## src/rtl/spi_controller.sv

```systemverilog
// -----------------------------------------------------------------------------
// spi_controller
//
// SPI master (mode 0, MSB first) issuing 16-bit register-write frames.
// Each accepted request {addr[6:0], data[7:0]} is sent as the frame
// {1'b1, addr, data}. The controller enforces chip-select setup, hold and
// inter-frame gap times, all counted in system clock cycles.
//
// Ports:
//   clk       in   system clock
//   rst_n     in   asynchronous active-low reset
//   req_valid in   write request present
//   req_ready out  controller idle; accept on req_valid && req_ready
//   req_addr  in   7-bit register address
//   req_data  in   8-bit register data
//   busy      out  frame in progress (not IDLE)
//   done      out  one-cycle pulse after a frame and its gap complete
//   sclk      out  SPI clock, idles low
//   ncs       out  chip select, active low
//   copi      out  serial data, MSB first
// -----------------------------------------------------------------------------
module spi_controller #(
  parameter int CLK_DIV  = 4,
  parameter int CS_SETUP = 4,
  parameter int CS_HOLD  = 4,
  parameter int CS_GAP   = 8
) (
  input  logic       clk,
  input  logic       rst_n,
  input  logic       req_valid,
  output logic       req_ready,
  input  logic [6:0] req_addr,
  input  logic [7:0] req_data,
  output logic       busy,
  output logic       done,
  output logic       sclk,
  output logic       ncs,
  output logic       copi
);

  localparam int PH_W  = (CLK_DIV > 1) ? $clog2(CLK_DIV) : 1;
  // Wide enough for the largest of the setup/hold/gap counts.
  localparam int CNT_W = $clog2(CS_SETUP + CS_HOLD + CS_GAP + 1);

  localparam logic [PH_W-1:0]  PH_LAST    = PH_W'(CLK_DIV - 1);
  localparam logic [CNT_W-1:0] SETUP_LAST = CNT_W'(CS_SETUP - 1);
  localparam logic [CNT_W-1:0] HOLD_LAST  = CNT_W'(CS_HOLD - 1);
  localparam logic [CNT_W-1:0] GAP_LAST   = CNT_W'(CS_GAP - 1);

  typedef enum logic [2:0] {
    IDLE  = 3'd0,
    SETUP = 3'd1,
    SHIFT = 3'd2,
    HOLD  = 3'd3,
    GAP   = 3'd4
  } state_t;

  state_t           state_q;
  logic [CNT_W-1:0] cnt_q;    // setup / hold / gap cycle counter
  logic [PH_W-1:0]  ph_q;     // cycles within the current SCLK half-period
  logic [3:0]       bit_q;    // index of the bit being transmitted
  logic [15:0]      shift_q;  // MSB is the bit currently on copi
  logic             sclk_q;
  logic             ncs_q;
  logic             done_q;

  assign req_ready = (state_q == IDLE);
  assign busy      = (state_q != IDLE);
  assign done      = done_q;
  assign sclk      = sclk_q;
  assign ncs       = ncs_q;
  // copi comes straight from the shift register MSB, so it only moves when
  // the register is loaded (accept), shifted (SCLK fall) or cleared (ncs rise).
  assign copi      = shift_q[15];

  always_ff @(posedge clk or negedge rst_n) begin
    if (!rst_n) begin
      state_q <= IDLE;
      cnt_q   <= '0;
      ph_q    <= '0;
      bit_q   <= '0;
      shift_q <= '0;
      sclk_q  <= 1'b0;
      ncs_q   <= 1'b1;
      done_q  <= 1'b0;
    end else begin
      done_q <= 1'b0;
      case (state_q)
        IDLE: begin
          sclk_q <= 1'b0;
          ncs_q  <= 1'b1;
          if (req_valid) begin
            shift_q <= {1'b1, req_addr, req_data};
            ncs_q   <= 1'b0;
            cnt_q   <= '0;
            state_q <= SETUP;
          end
        end

        SETUP: begin
          if (cnt_q == SETUP_LAST) begin
            cnt_q   <= '0;
            ph_q    <= '0;
            bit_q   <= '0;
            state_q <= SHIFT;
          end else begin
            cnt_q <= cnt_q + 1'b1;
          end
        end

        SHIFT: begin
          if (ph_q == PH_LAST) begin
            ph_q <= '0;
            if (!sclk_q) begin
              sclk_q <= 1'b1;
            end else begin
              sclk_q <= 1'b0;
              if (bit_q == 4'd15) begin
                // Last bit stays on copi through HOLD.
                cnt_q   <= '0;
                state_q <= HOLD;
              end else begin
                bit_q   <= bit_q + 1'b1;
                shift_q <= {shift_q[14:0], 1'b0};
              end
            end
          end else begin
            ph_q <= ph_q + 1'b1;
          end
        end

        HOLD: begin
          if (cnt_q == HOLD_LAST) begin
            ncs_q   <= 1'b1;
            shift_q <= '0;
            cnt_q   <= '0;
            state_q <= GAP;
          end else begin
            cnt_q <= cnt_q + 1'b1;
          end
        end

        GAP: begin
          if (cnt_q == GAP_LAST) begin
            cnt_q   <= '0;
            done_q  <= 1'b1;
            state_q <= IDLE;
          end else begin
            cnt_q <= cnt_q + 1'b1;
          end
        end

        default: begin
          state_q <= IDLE;
        end
      endcase
    end
  end

endmodule

```

## config.mk

```make
export PLATFORM = sky130hd
export DESIGN_NAME = spi_controller
export DESIGN_NICKNAME = d
export VERILOG_FILES = /design/src/rtl/spi_controller.sv
export SDC_FILE = /design/constraint.sdc
export NUM_CORES = 1
export LEC_CHECK = 0
export ABC_AREA = 1
export CAP_MARGIN = 20
export CORE_AREA = 2 2 85 87
export CTS_CLUSTER_SIZE = 14
export DETAILED_ROUTE_END_ITERATION = 7
export DIE_AREA = 0 0 87 89
export SETUP_SLACK_MARGIN = 0.5
export SKIP_CTS_REPAIR_TIMING = 1
export SYNTH_ARGS = -nofsm -noshare
export SYNTH_HDL_FRONTEND = slang
export SYNTH_SLANG_ARGS = --single-unit
```

## constraint.sdc

```tcl
create_clock -name clk -period 2.1 [get_ports clk]
set_input_delay 0.42 -clock clk [delete_from_list [all_inputs] [get_ports clk]]
set_output_delay 0.42 -clock clk [all_outputs]
set_load 0.02 [all_outputs]
```

Word level (Yosys, flattened, before mapping)
Cells that the tools add are included.
{"block": "classes", "n_eq_ne": 16, "add_sub_neg": 3, "reduce_logical": 15, "mux": 37}
{"operator": "$mux 16", "count": 5}
{"operator": "$pmux 16 s3", "count": 1}
{"operator": "$mux 5", "count": 6}
{"operator": "$mux 3", "count": 7}
{"operator": "$pmux 5 s4", "count": 1}
{"operator": "$mux 4", "count": 4}
{"operator": "$ne 2x2->1 const B", "count": 8}
{"operator": "$pmux 3 s5", "count": 1}
{"operator": "$reduce_and 5->1", "count": 2}
{"operator": "$pmux 4 s2", "count": 1}
{"operator": "$reduce_and 7->1", "count": 1}
{"operator": "$eq 3x2->1 const B", "count": 2}
{"operator": "$mux 1", "count": 6}
{"operator": "$reduce_and 2->1", "count": 3}
{"operator": "$reduce_and 6->1", "count": 1}
{"operator": "$reduce_bool 2->1", "count": 3}
{"operator": "$reduce_bool 3->1", "count": 2}
{"operator": "$add 5x1->5 const B", "count": 1}
{"operator": "$eq 5x2->1 const B", "count": 1}
{"operator": "$eq 5x3->1 const B", "count": 1}
{"operator": "$add 4x1->4 const B", "count": 1}
{"operator": "$eq 4x4->1 const B", "count": 1}
{"operator": "$mux 2", "count": 2}
{"operator": "$pmux 1 s2", "count": 2}
{"operator": "other kinds (8)", "count": 8}
{"block": "word_totals", "regBits": 33, "wordCells": 79, "input_bits": 18, "output_inout_bits": 6}

Depth between registers and ports, before layout
Gate-level depths: netlist (run 1).
{"block": "logic_depth", "ltp_word": 5, "mapped_depth": 11, "mapped_depth_nobuf": 10}

Least setup slack after synthesis (run 1)
Ideal clock, no wire load.
{"block": "synth_timing", "kind": "register -> register", "from": "register state_q[2]", "to": "register shift_q[15]", "synth_period_minus_slack_ns": 1.507, "arrival_ns": 1.390, "stages_incl_launch_ff": 8, "required_ns": 1.983, "slack_ns": 0.593, "n_path_buf": 1, "setup_ns": 0.117, "cell_sequence": "dfrtp_1 -> nor2_4 -> nand2_2 -> nand3_4 -> nand2_4 -> buf_4 -> nand2_1 -> nand2_1"}
{"block": "synth_via", "elab_chain_len": 3, "word_cells_on_any_way": 11, "classes_between": "7 x eq/ne; 1 x mux; 3 x reduce/logical"}
{"element": "start: declaration", "line_no": "58", "source": "state_t state_q;"}
{"element": "start signal: assignment", "line_no": "78", "source": "state_q <= IDLE;"}
{"element": "start signal: assignment", "line_no": "96", "source": "state_q <= SETUP;"}
{"element": "start signal: assignment", "line_no": "105", "source": "state_q <= SHIFT;"}
{"element": "$eq 3x2->1 or $logic_not 3->1 (tied branches)", "line_no": "88", "source": "case (state_q)"}
{"element": "$ne 2x2->1 (no line) or $reduce_bool 3->1 (tied branches)"}
{"element": "$reduce_and 6->1 (no line)"}
{"element": "end signal: assignment", "line_no": "93", "source": "shift_q <= {1'b1, req_addr, req_data};"}
{"element": "end signal: assignment", "line_no": "124", "source": "shift_q <= {shift_q[14:0], 1'b0};"}
{"element": "end: declaration", "line_no": "62", "source": "logic [15:0] shift_q;"}
Several ways; a longest one is shown, not always the timed one.
A chain may end at the register's enable or synchronous reset.

Worst setup path after layout (run 1)
{"block": "layout_timing", "from": "register state_q[2]", "to": "output req_ready"}
{"block": "layout_via", "elab_chain_len": 1}
{"element": "$logic_not 3->1", "line_no": "67", "source": "assign req_ready = (state_q == IDLE);"}
{"element": "end: declaration", "line_no": "31", "source": "output logic req_ready,"}
No other way between the ends.

==> impl_results.md, run 1 <==
- Worst-Skew Late Latency: 290 ps
- FMAX: 600 MHz
- First-pass DRT Iterations: 4
- Proportion of layout cells with a drive suffix above 1: 0.279
- TNS Setup: 0 ps
- Place WS: 338 ps
- Starting Density: 0.293
- Largest net degree at the start of global routing: 34
- Worst EP arrival: 1250 ps
- Drt total wl: 4640 µm
- Post-route setup slack: 433 ps
- Critical Path RT: 1680 ps
- Worst vdd ir: 0.223 mV
- Row cnt: 30
- Clk sink count: 33
- Core box area: 0.00672 mm²
- Post-detail-place hpwl: 2970 µm
- Inst Count DP: 349
- Via count: 1,689
- Fin area: 0.00262 mm²
- Setup CP Type: flip-flop to primary output
- Post-Route Utilization: 0.390
- Syn Inst Count: 249
- Vias/cell: 4.60
- Die Ht: 89 µm
- Die width: 87 µm
- Average size of a mapped cell: 7.92 µm²
- Final hold vios: 0
- Overflow after GRT: 0
- Pwr Density: 484 mW/mm²
- IO buf count: 23
- Synth unique cells: 29
- CTS tree: done
- Rel. slew slack: 0.702
- P&R area growth vs syn: 32.8%
- Power Total: 1.27 mW
- GRT Total Usage: 0.124
- #FFs+latches synth: 33
- Seq/Total Area, Yosys: 0.419
- WL/cell: 12.6 µm
- Peak fanout along the critical path: 5
- Setup violations, final: 0
- Clock Skew: 7.80 ps
- Syn nets: 270
- Leakage: 1.33 nW
- Max-cap violation count: 0
- Post-synthesis cell area: 0.00197 mm²
- CTS buffer count: 5
- Fill cells: 680
- Max Root-Sink Buffers: 2
- Worst min-delay path class: flip-flop to flip-flop
- Max-slew violation count: 0
- Ant. Diodes: 0
- Io pins: 24
- Hold_ws: 487 ps
- Crit path cell chain: nor2_4 > nand2_4 > inv_1 > dlymetal6s2s_1
- Nets: 308
- First-pass GRT wire length: 7490 µm
- Startpoint Class: flip-flop
- Vias in the first global route: 1,627
- Pin slew with the least headroom to its limit: 446 ps
- Cell family with most CP delay: flip-flops
- Worst path slowest cell: dfrtp_2
- H-tree depth: 2
- Worst path max stage delay: 460 ps
- Initial antenna violation count: 0
- Number of DRC markers in iteration 0: 101
- Crit path buffers/inverters: 2
- Post-DP Area: 0.00225 mm²
- Clock root buffer master: clkbuf_8
- Clk pin slew, worst setup/hold paths: 70 ps
- Placer Congestion: 0.777
- Die ar.: 0.00774 mm²
- Non-Filler Instances: 367
- RSZ-0062 raised after global routing: yes
- Min cycle time layout: 1670 ps
- Period utilization: 0.794
- Post-route DRC: 0
- Critical Path End Type: primary output
- Antenna viol nets, final: 0
- Status: completed
- Yosys Warn Count: 0
[worst paths after layout]
path | startpoint | to | slack (ps) | cells past startpoint
worst max-delay path | state_q[2]$_DFFE_PN0P_ | req_ready | 430 | 4
worst min register to register | shift_q[10]$_DFFE_PN0P_ | shift_q[10]$_DFFE_PN0P_ | 490 | 2
worst min-delay path | shift_q[10]$_DFFE_PN0P_ | shift_q[10]$_DFFE_PN0P_ | 490 | 2
max in group asynchronous | rst_n | state_q[0]$_DFFE_PN0P_ | 1210 | 2
worst max register to register | cnt_q[0]$_DFFE_PN0P_ | shift_q[8]$_DFFE_PN0P_ | 500 | 11
min in group asynchronous | rst_n | cnt_q[4]$_DFFE_PN0P_ | 550 | 2
[layout by cell type (no fill, tap or decap), types with 3 or more instances in the layout]
cell type	Yosys	layout
nand2_1	106	87
nand2_4	2	3
nand3_1	32	30
clkdlybuf4s50_1	0	17
clkbuf_8	2	5
dfrtp_1	32	30
o21ai_1	2	3
nand3_4	2	3
dlymetal6s2s_1	0	5
inv_2	2	4
nand2_2	3	19
buf_4	1	10
nand3_2	12	13
nand2_8	0	3
o21ai_0	6	5
nor2_4	4	4
buf_6	1	5
nor2_1	12	11
inv_1	12	10
[registers in the layout (all words and copies together), names as in the netlist]
name	count
shift_q	16
sclk	1
ncs	1
done	1
bit_q	4
state_q	3
cnt_q	5
ph_q	2
[Yosys cell counts (all sizes together)]
master	n	area [µm²]
clkbuf	2	27.5
or2	2	12.5
o21a	1	7.51
nor2	16	90.1
ha	3	37.5
nand2	111	439
dfrtp	32	801
dfstp	1	26.3
xnor2	1	8.76
xor2	1	8.76
nand4	1	6.26
nand3	46	315
o21ai	8	40.0
a21oi	2	10.0
nand3b	1	20.0
inv	14	52.6
buf	7	68.8
[worst reg2reg max path: cells and delay by family (launching register included)]
kind	cells	cell delay, ps
fa+ha+maj	1	170
buf+inv	3	290
flops	1	420
simple gates	7	610
[power by group]
part | switching [mW] | total (mW) | internal, mW | leakage [nW]
Clock | 0.239 | 0.584 | 0.345 | 0.0540
Sequential | 0 | 0.635 | 0.635 | 0.434
Combinational | 0.0181 | 0.0478 | 0.0297 | 0.841
Total | 0.258 | 1.27 | 1.01 | 1.33
[final cells by class]
| cell class | instances | area, µm² | area share |
|---|---|---|---|
| inverters | 14 | 52.6 | 0.0201 |
| flip-flops and latches | 33 | 830 | 0.317 |
| well taps | 80 | 100 | 0.0382 |
| multi-input cells | 194 | 1130 | 0.431 |
| repair buffers | 39 | 404 | 0.154 |
| clock inverters | 2 | 35.0 | 0.0134 |
| clock buffers | 5 | 68.8 | 0.0263 |
[cell families (layout without fill, tap and decap cells)]
group	after synthesis	count (layout)	share of synthesized area
and+or+nand+nor	177	178	0.448
adders and majority gates	3	3	0.0190
DFF	33	33	0.419
AOI/OAI and AO/OA	11	11	0.0292
buffers and inverters	23	60	0.0755
xor gates and xnor gates	2	2	0.00888
[per-layer routing]
layer | vias up | track usage | wire length (µm)
met5 | - | 0 | 0
met4 | 0 | 0.0426 | 38
met3 | 4 | 0.0277 | 132
met2 | 25 | 0.202 | 2220
met1 | 794 | 0.162 | 2250
li1 | 866 | - | -
Note: power is estimated with default switching activity, not from simulation.
==> run 2: changes to the inputs <==
==> constraint.sdc (replaced) <==
create_clock -name clk -period 1.5 [get_ports clk]
set_input_delay 0.3 -clock clk [delete_from_list [all_inputs] [get_ports clk]]
set_output_delay 0.3 -clock clk [all_outputs]
set_load 0.02 [all_outputs]
==> run 2 against run 1 <==
Compared with the run above:
- the run now ends with setup timing left
- largest power group unchanged
- core utilization rose by 4.1 points
- wire length rose by 2.5%
- sequential share of layout area fell by 3.1 points
- non-clock buffer count rose by 22
- combinational power rose by 46%
- critical path depth rose by 5
- critical path type is now flip-flop to flip-flop
==> impl_results.md, run 2 (same netlist as run 1, synthesis figures left out) <==
- Status: finished with violations
- Failing checks: setup timing
- Proportion of layout cells with a drive suffix above 1: 0.361
- Critical Path End Type: flip-flop
- TNS Setup: -169 ps
- Antenna viol nets, final: 0
- Worst EP arrival: 1770 ps
- Worst path most repeated cell: nand2_2
- Max layer used: met4
- Place WS: -92.5 ps
- Die ar.: 0.00774 mm²
- Sequential share of power: 0.548
- Net switching power: 0.366 mW
- Most frequent cells in the layout: nand2_1 (94), dfrtp_1 (31), nand3_1 (27)
- Clock Skew: 7.47 ps
- Clk sink count: 33
- Final hold vios: 0
- Max-cap violation count: 0
- Die Ht: 89 µm
- Setup CP Type: flip-flop to flip-flop
- Power Total: 1.62 mW
- Io pins: 24
- Rel. slew slack: 0.814
- Post-DP Area: 0.00243 mm²
- Post-route setup slack: -37.5 ps
- Pin slew with the least headroom to its limit: 278 ps
- Worst path slowest cell: dfrtp_1
- Crit path cell chain: ha_2 > nand2_2 > nand3_4 > nand2_2 > nor2_4 > buf_12 > clkbuf_16 > nand3_2 > nand2_1
- IO buf count: 23
- Met3 WL post-DR: 153 µm
- Post-detail-place hpwl: 3020 µm
- Worst min-delay path class: input pin to async pin
- Period utilization: 1.02
- Starting Density: 0.293
- Most common cell after layout, fill and taps aside: nand2_1
- Vias in the first global route: 1,641
- Vias/cell: 4.57
- Placer Congestion: 0.785
- Routed wl met2: 2340 µm
- FMAX: 650 MHz
- Core box area: 0.00672 mm²
- Top Registers: shift_q (16), cnt_q (5), bit_q (4)
- CTS buffer count: 5
- Fin area: 0.00289 mm²
- Combinational group share of total power: 0.043
- Clock root buffer master: clkbuf_8
- Sw frac: 0.226
- Max-slew violation count: 0
- P&R area growth vs syn: 46.8%
- Startpoint Class: flip-flop
- Post-route DRC: 0
- Setup violations, final: 13
- Die width: 87 µm
- Fill cells: 664
- Ant. Diodes: 0
- Via count: 1,784
- Worst vdd ir: 0.313 mV
- RSZ-0062 raised after global routing: yes
- Drt total wl: 4760 µm
- Worst-Skew Late Latency: 290 ps
- Min cycle time layout: 1540 ps
- Internal power consumption: 1.26 mW
- Clk pin slew, worst setup/hold paths: 70 ps
- Number of DRC markers in iteration 0: 43
- Overflow after GRT: 0
- M1 WL: 2150 µm
- Max reg flops: 16
- H-tree depth: 2
- Peak fanout along the critical path: 6
- Clk network pwr share: 0.409
- Row cnt: 30
- Most flop-heavy register: shift_q
- CTS tree: done
- WL/cell: 12.2 µm
- Sequential cell area: 828 µm²
- Critical Path RT: 1730 ps
- GRT Total Usage: 0.121
- Worst path max stage delay: 390 ps
- First-pass DRT Iterations: 4
- Largest net degree at the start of global routing: 34
- Leakage: 1.40 nW
- Hold_ws: 372 ps
- Nets: 330
- Area taken by multi-input logic gates: 0.00116 mm²
- Initial antenna violation count: 0
- First-pass GRT wire length: 7250 µm
- Pwr Density: 561 mW/mm²
- Max Root-Sink Buffers: 2
## run 2: cell types whose count changed in the layout (fill, tap and decap cells not counted), moves of 2 or more
cell / previous run / this run
buf_4: 10 / 21
buf_6: 5 / 16
nand2_1: 87 / 94
nand2_2: 19 / 12
buf_12: 0 / 5
dlymetal6s2s_1: 5 / 0
inv_1: 10 / 6
nand3_1: 30 / 27
o21ai_0: 5 / 2
a21oi_1: 2 / 0
nand3_2: 13 / 15
nor2_1: 11 / 9
o21ai_1: 3 / 5
## run 2: power groups by stage
stage / combinational (mW) / clock, mW / sequential (mW)
2_1_floorplan: 0.00186 / 0 / 0.907
3_3_place_gp: 0.0714 / 0 / 0.906
3_5_place_dp: 0.0719 / 0 / 0.906
4_1_cts: 0.0717 / 0.680 / 0.889
5_1_grt: 0.0765 / 0.717 / 0.889
6_report: 0.0698 / 0.663 / 0.889
## run 2: per-layer routing
layer | GRT usage | vias to the layer above
met5 | 0 | -
met4 | 0.0668 | 0
met3 | 0.0277 | 9
met2 | 0.192 | 27
met1 | 0.152 | 829
li1 | - | 919
## run 2: layout make-up
| type | instances | area share |
|---|---|---|
| Clock inverter | 2 | 0.00346 |
| Inverter | 14 | 0.0246 |
| Tap cell | 80 | 0.0346 |
| Sequential cell | 33 | 0.286 |
| Timing Repair Buffer | 61 | 0.224 |
| Multi-Input combinational cell | 194 | 0.402 |
| Clock buffer | 6 | 0.0251 |
## run 2: worst max-delay path, delay by kind of cell, from the launching register on
family                     cells  cell delay [ps]
DFF                            1              390
buffers and inverters          2              310
adders and majority gates      1              250
and+or+nand+nor                6              510
## run 2: final timing paths
kind,end,cells after the start,slack (ps),from
min in group clk,shift_q[8]$_DFFE_PN0P_,2,480,shift_q[8]$_DFFE_PN0P_
max,shift_q[12]$_DFFE_PN0P_,9,-40,ph_q[0]$_DFFE_PN0P_
max in group asynchronous,ncs$_DFFE_PN1P_,2,890,rst_n
min reg2reg,shift_q[8]$_DFFE_PN0P_,2,480,shift_q[8]$_DFFE_PN0P_
max reg2reg,shift_q[12]$_DFFE_PN0P_,9,-40,ph_q[0]$_DFFE_PN0P_
min,shift_q[1]$_DFFE_PN0P_,2,370,rst_n
## run 2: through the flow
stage                     instances  utilization
after detailed placement        367        0.361
after global routing            390        0.431
after global placement          367        0.361
after CTS                       375        0.373
final                           390        0.431
after floorplan                 249            -
==> run 3: changes to the inputs <==
--- a/config.mk
+++ b/config.mk
@@ -13,6 +13,7 @@
 export DIE_AREA = 0 0 87 89
 export SETUP_SLACK_MARGIN = 0.5
 export SKIP_CTS_REPAIR_TIMING = 1
+export SLEW_MARGIN = 15
 export SYNTH_ARGS = -nofsm -noshare
 export SYNTH_HDL_FRONTEND = slang
 export SYNTH_SLANG_ARGS = --single-unit
==> constraint.sdc (replaced) <==
create_clock -name clk -period 1.95 [get_ports clk]
set_input_delay 0.39 -clock clk [delete_from_list [all_inputs] [get_ports clk]]
set_output_delay 0.39 -clock clk [all_outputs]
set_load 0.02 [all_outputs]
==> run 3 against run 2 <==
Compared with the run above:
- the run now ends clean
- clock power increased by 4.2%
- die area did not move
- clock skew is essentially flat
- combinational power is 26% lower
- core utilization is 3.1 points lower
- final cell count fell by 5.4%
- sequential share of layout area increased by 2.3 points
- count of clock-buffer cells in the layout unchanged
- setup slack better by 350 ps
- worst hold slack improved by 120 ps
==> impl_results.md, run 3 (same netlist as run 1, synthesis figures left out) <==
- Core box area: 0.00672 mm²
- Die Ht: 89 µm
- Drt total wl: 4840 µm
- Starting Density: 0.293
- CP Capture Point: req_ready
- IO buf count: 23
- Rel. slew slack: 0.711
- P&R area growth vs syn: 36.2%
- Worst vdd ir: 0.255 mV
- Worst min-delay path class: flip-flop to flip-flop
- Die ar.: 0.00774 mm²
- Clk network pwr share: 0.485
- Post-route DRC: 0
- Min cycle time layout: 1630 ps
- Final hold vios: 0
- Combinational group share of total power: 0.036
- Io pins: 24
- Status: completed
- Net switching power: 0.295 mW
- Antenna viol nets, final: 0
- Leakage: 1.33 nW
- Row cnt: 30
- Clock root buffer master: clkbuf_8
- Peak fanout along the critical path: 4
- Die width: 87 µm
- Nets: 309
- Inst Count DP: 350
- CTS tree: done
- First-pass GRT wire length: 7530 µm
- Post-Route Utilization: 0.400
- Max-cap violation count: 0
- Worst r2r path cells: 11
- Sequential cell area: 830 µm²
- Setup violations, final: 0
- GRT Total Usage: 0.124
- Pwr Density: 531 mW/mm²
- Via count: 1,738
- Reg-to-reg slack, setup: 360 ps
- Setup CP Type: flip-flop to primary output
- H-tree depth: 2
- Area taken by multi-input logic gates: 0.00115 mm²
- CP startpoint: state_q[0]$_DFFE_PN0P_
- Overflow after GRT: 0
- Placer Congestion: 0.773
- Ant. Diodes: 0
- Fin area: 0.00269 mm²
- Number of DRC markers in iteration 0: 54
- Post-detail-place hpwl: 2990 µm
- Worst-Skew Late Latency: 290 ps
- FMAX: 612 MHz
- Period utilization: 0.837
- Worst EP arrival: 1240 ps
- RSZ-0062 raised after global routing: yes
- Clk sink count: 33
- First-pass DRT Iterations: 4
- Max Root-Sink Buffers: 2
- Place WS: 242 ps
- Vias/cell: 4.71
- Startpoint Class: flip-flop
- Pin slew with the least headroom to its limit: 434 ps
- Critical Path End Type: primary output
- Non-Filler Instances: 369
- Hold_ws: 487 ps
- Critical Path RT: 1560 ps
- Sequential share of power: 0.479
- Max reg flops: 16
- Largest net degree at the start of global routing: 34
- Internal power consumption: 1.13 mW
- R2R Path End: state_q[1]$_DFFE_PN0P_
- WL/cell: 13.1 µm
- Post-DP Area: 0.00227 mm²
- CTS buffer count: 5
- Initial antenna violation count: 0
- Most common cell after layout, fill and taps aside: nand2_1
- Most flop-heavy register: shift_q
- R2r startpoint: cnt_q[0]$_DFFE_PN0P_
- Top Registers: shift_q (16), cnt_q (5), bit_q (4)
- Clk pin slew, worst setup/hold paths: 70 ps
- Sw frac: 0.207
- Fill cells: 681
- Proportion of layout cells with a drive suffix above 1: 0.287
- Max-slew violation count: 0
- Clock Skew: 6.98 ps
- Post-route setup slack: 317 ps
- Vias in the first global route: 1,610
- Most frequent cells in the layout: nand2_1 (95), dfrtp_1 (30), nand3_1 (24)
[run 3: cell types whose count changed in the layout (fill, tap and decap cells not counted), moves of 2 or more]
cell            change
buf_12              -4
clkinv_2            -2
a21oi_1             +2
nand3_4             +2
ha_2                +2
buf_4              -12
o21ai_0             +2
buf_6              -13
nand3_1             -3
dlymetal6s2s_1      +5
inv_2               -2
buf_8               +2
inv_1               +4
[run 3: worst min path at each step]
stage | to | startpoint | depth (start not counted)
6_report | shift_q[9]$_DFFE_PN0P_ | shift_q[9]$_DFFE_PN0P_ | 2
5_1_grt | shift_q[4]$_DFFE_PN0P_ | shift_q[4]$_DFFE_PN0P_ | 2
4_1_cts | shift_q[12]$_DFFE_PN0P_ | shift_q[12]$_DFFE_PN0P_ | 2
3_5_place_dp | shift_q[12]$_DFFE_PN0P_ | shift_q[12]$_DFFE_PN0P_ | 2
3_3_place_gp | shift_q[11]$_DFFE_PN0P_ | shift_q[11]$_DFFE_PN0P_ | 2
2_1_floorplan | bit_q[0]$_DFFE_PN0P_ | rst_n | 0
[run 3: final cells by class]
| class | count | share of cell area |
|---|---|---|
| Sequential cell | 33 | 0.309 |
| Tap cell | 80 | 0.0373 |
| Timing Repair Buffer | 40 | 0.160 |
| Inverter | 14 | 0.0214 |
| Clock inverter | 2 | 0.0140 |
| Multi-Input combinational cell | 194 | 0.428 |
| Clock buffer | 6 | 0.0307 |
[run 3: routing by layer]
| layer | up-vias | wire length (µm) | GRT usage |
|---|---|---|---|
| li1 | 874 | - | - |
| met2 | 34 | 2410 | 0.196 |
| met1 | 823 | 2190 | 0.162 |
| met4 | 0 | 66 | 0.0412 |
| met5 | - | 0 | 0 |
| met3 | 7 | 172 | 0.0379 |
[run 3: stage by stage]
| step | TNS, ps | power [mW] |
|---|---|---|
| after floorplan | 0 | 0.699 |
| after global placement | 0 | 0.751 |
| after detailed placement | 0 | 0.751 |
| after CTS | -83.4 | 1.44 |
| after global routing | 0 | 1.48 |
| final | 0 | 1.43 |
[run 3: worst max-delay path, stage by stage (launching register included)]
cell            delay (ps)
dfrtp_2                440
nor2_4                 160
nand2_4                 80
inv_1                   50
dlymetal6s2s_1         210
[run 3: power by group through the flow]
| stage | combinational [mW] | sequential (mW) | clock, mW |
|---|---|---|---|
| global placement | 0.0534 | 0.697 | 0 |
| global route | 0.0567 | 0.684 | 0.740 |
| finish | 0.0514 | 0.684 | 0.691 |
| CTS | 0.0543 | 0.684 | 0.703 |
| detailed placement | 0.0541 | 0.697 | 0 |
| floorplan | 0.00143 | 0.698 | 0 |
==> patch (config.mk and constraints of run 2) <==
Set the parameter `CLK_DIV` to 8 (it was 4).
--- a/src/rtl/spi_controller.sv
+++ b/src/rtl/spi_controller.sv
@@ -22,3 +22,3 @@
 module spi_controller #(
-  parameter int CLK_DIV  = 4,
+  parameter int CLK_DIV  = 8,
   parameter int CS_SETUP = 4,
Check against the original RTL: not equivalent (a bounded check fails within 10 cycles, from zero or initial values and one cycle with rst_n low).
==> patch against run 2 <==
  * Sequential power grew 3.0%
  * Highest routed layer unchanged
  * Wire length increased by 7.5%
  * Worst setup slack improved by 0.045 ns
  * Largest power group unchanged
  * Die area stayed put
  * Synthesized cell count is 7.2% higher
  * Sequential cell count up 1
  * Total power increased by 4.3%
  * Design area increased by 4.1%
  * Synthesized area decreased by 1.5%
  * Utilization rose by 1.8 points
==> patch: results (changes against run 2) <==
[outcome]
status = finished clean  ; was complete, but fails checks

[worst_setup_path]
crit_arrival_ns = 1.67  ; was 1.77 ns
r2r_end = shift_q[13]  ; was shift_q[12]
regToRegStartpoint = state_q[2]  ; was ph_q[0]
cp_slowest_cell = dfrtp_2  ; was dfrtp_1
r2r_setup_slack_ns = 0.007  ; was -0.04 ns
path_max_fanout = 8  ; was 6
slowest_delay_ns = 0.47  ; was 0.39 ns

[global_route]
grt_max_degree = 35  ; was 34
grt_pass1_wl_mm = 7.67  ; was 7.25 mm
grt_use_met2_pct = 20.3  ; was 19.2%
grt_pass1_vias = 1711  ; was 1641
gr-usage-met3_pct = 1.94  ; was 2.77%
grt_use_met1_pct = 17.1  ; was 15.2%

[final_layout]
fin_nets = 359  ; was 330
layout.cells.non_filler = 418  ; was 390
drive_above_1_share_pct = 37.9  ; was 36.1%

[pwr]
p_comb_share_pct = 4.1  ; was 4.3%
internal_power_w = 0.00133  ; was 0.00126 W
leakagePower_nw = 1.51  ; was 1.40 nW
clock_power_w = 0.000706  ; was 0.000663 W
max-vdd-ir-drop_mv = 0.268  ; was 0.313 mV

[route]
wl_met1_mm = 2.32  ; was 2.15 mm
drt_iter0_drc = 96  ; was 43
wl_mm = 5.11  ; was 4.76 mm
viasPerCell = 4.60  ; was 4.57
met2WireLength_mm = 2.50  ; was 2.34 mm
dr_wl_met3_um = 181  ; was 153 um

[clock_network]
clk_path_buf_depth = 2  ; unchanged

[logic_synthesis]
yosysSeqAreaShare_pct = 43.9  ; was 41.9%
syn_nets = 289  ; was 270
syn_inst = 267  ; was 249
yosys-top-cells-count = nand2_1 (117), dfrtp_1 (33), nand3_1 (28), inv_1 (18), nor2_1 (16)  ; was nand2_1 (106), dfrtp_1 (32), nand3_1 (32)
netlist_top_cells_area = dfrtp_1 (42%), nand2_1 (23%), nand3_1 (7.2%), o21ai_0 (3.9%), inv_1 (3.5%)  ; was dfrtp_1 (41%), nand2_1 (20%), nand3_1 (8.1%), nand3_2 (6.1%), inv_1 (2.3%)
yosysUniqueCellTypes = 25  ; was 29

[placed_design]
routabilityCongestion = 0.779  ; was 0.785
place_inst = 394  ; was 367
hpwl_mm = 3.35  ; was 3.02 mm

[sta]
slew_headroom_pct = 81.5  ; was 81.4%
holdWs_ns = 0.379  ; was 0.372 ns
finClkSkew_ns = 0.00245  ; was 0.00747 ns

==> patch: worst max-delay path by stage <==
stage / from / to / slack [ns] / depth (start not counted)
after floorplan: ph_q[0] / shift_q[15] / 0.09 / 10
after global placement: bit_q[0] / shift_q[9] / -0.13 / 7
after detailed placement: bit_q[0] / shift_q[10] / -0.18 / 7
after CTS: state_q[0] / req_ready / -0.40 / 4
after global routing: state_q[2] / shift_q[13] / -0.05 / 9
final: state_q[2] / shift_q[13] / 0.007 / 9
==> patch: cell families after synthesis <==
| group | Yosys count | share of synthesized area [%] |
|---|---|---|
| simple gates | 178 | 39.9 |
| flops | 34 | 43.9 |
| buf+inv | 28 | 6.95 |
| compound gates | 20 | 5.41 |
| fa+ha+maj | 4 | 2.58 |
| xor+xnor | 3 | 1.35 |
==> patch: per-stage QoR <==
step	worst slack, ns	area, um^2	utilization, %	total power [W]
detailed placement	-0.183	2550	37.9	0.00101
global placement	-0.129	2550	37.9	0.00101
global route	-0.0521	3010	44.8	0.00175
CTS	-0.404	2640	39.3	0.00171
finish	0.00729	3010	44.8	0.00169
floorplan	0.0878	2000	-	0.000936
==> patch: worst reg2reg max path, stage by stage (launching register included) <==
cell       delay (ns)
dfrtp_2          0.47
buf_6            0.14
nor2_4           0.13
buf_6            0.13
nand3_4          0.07
nand2_4          0.12
nor2_4           0.06
clkbuf_16        0.16
nand3_1          0.07
nand2_1          0.05
==> patch: area by class of cell <==
| class | count | area [um^2] |
|---|---|---|
| fillers | 657 | 3710 |
| multi-input cells | 206 | 1230 |
| repair buffers | 69 | 654 |
| inverters | 21 | 81.3 |
| well taps | 80 | 100 |
| clock inverters | 1 | 5.00 |
| clock buffers | 7 | 86.3 |
| flip-flops and latches | 34 | 856 |
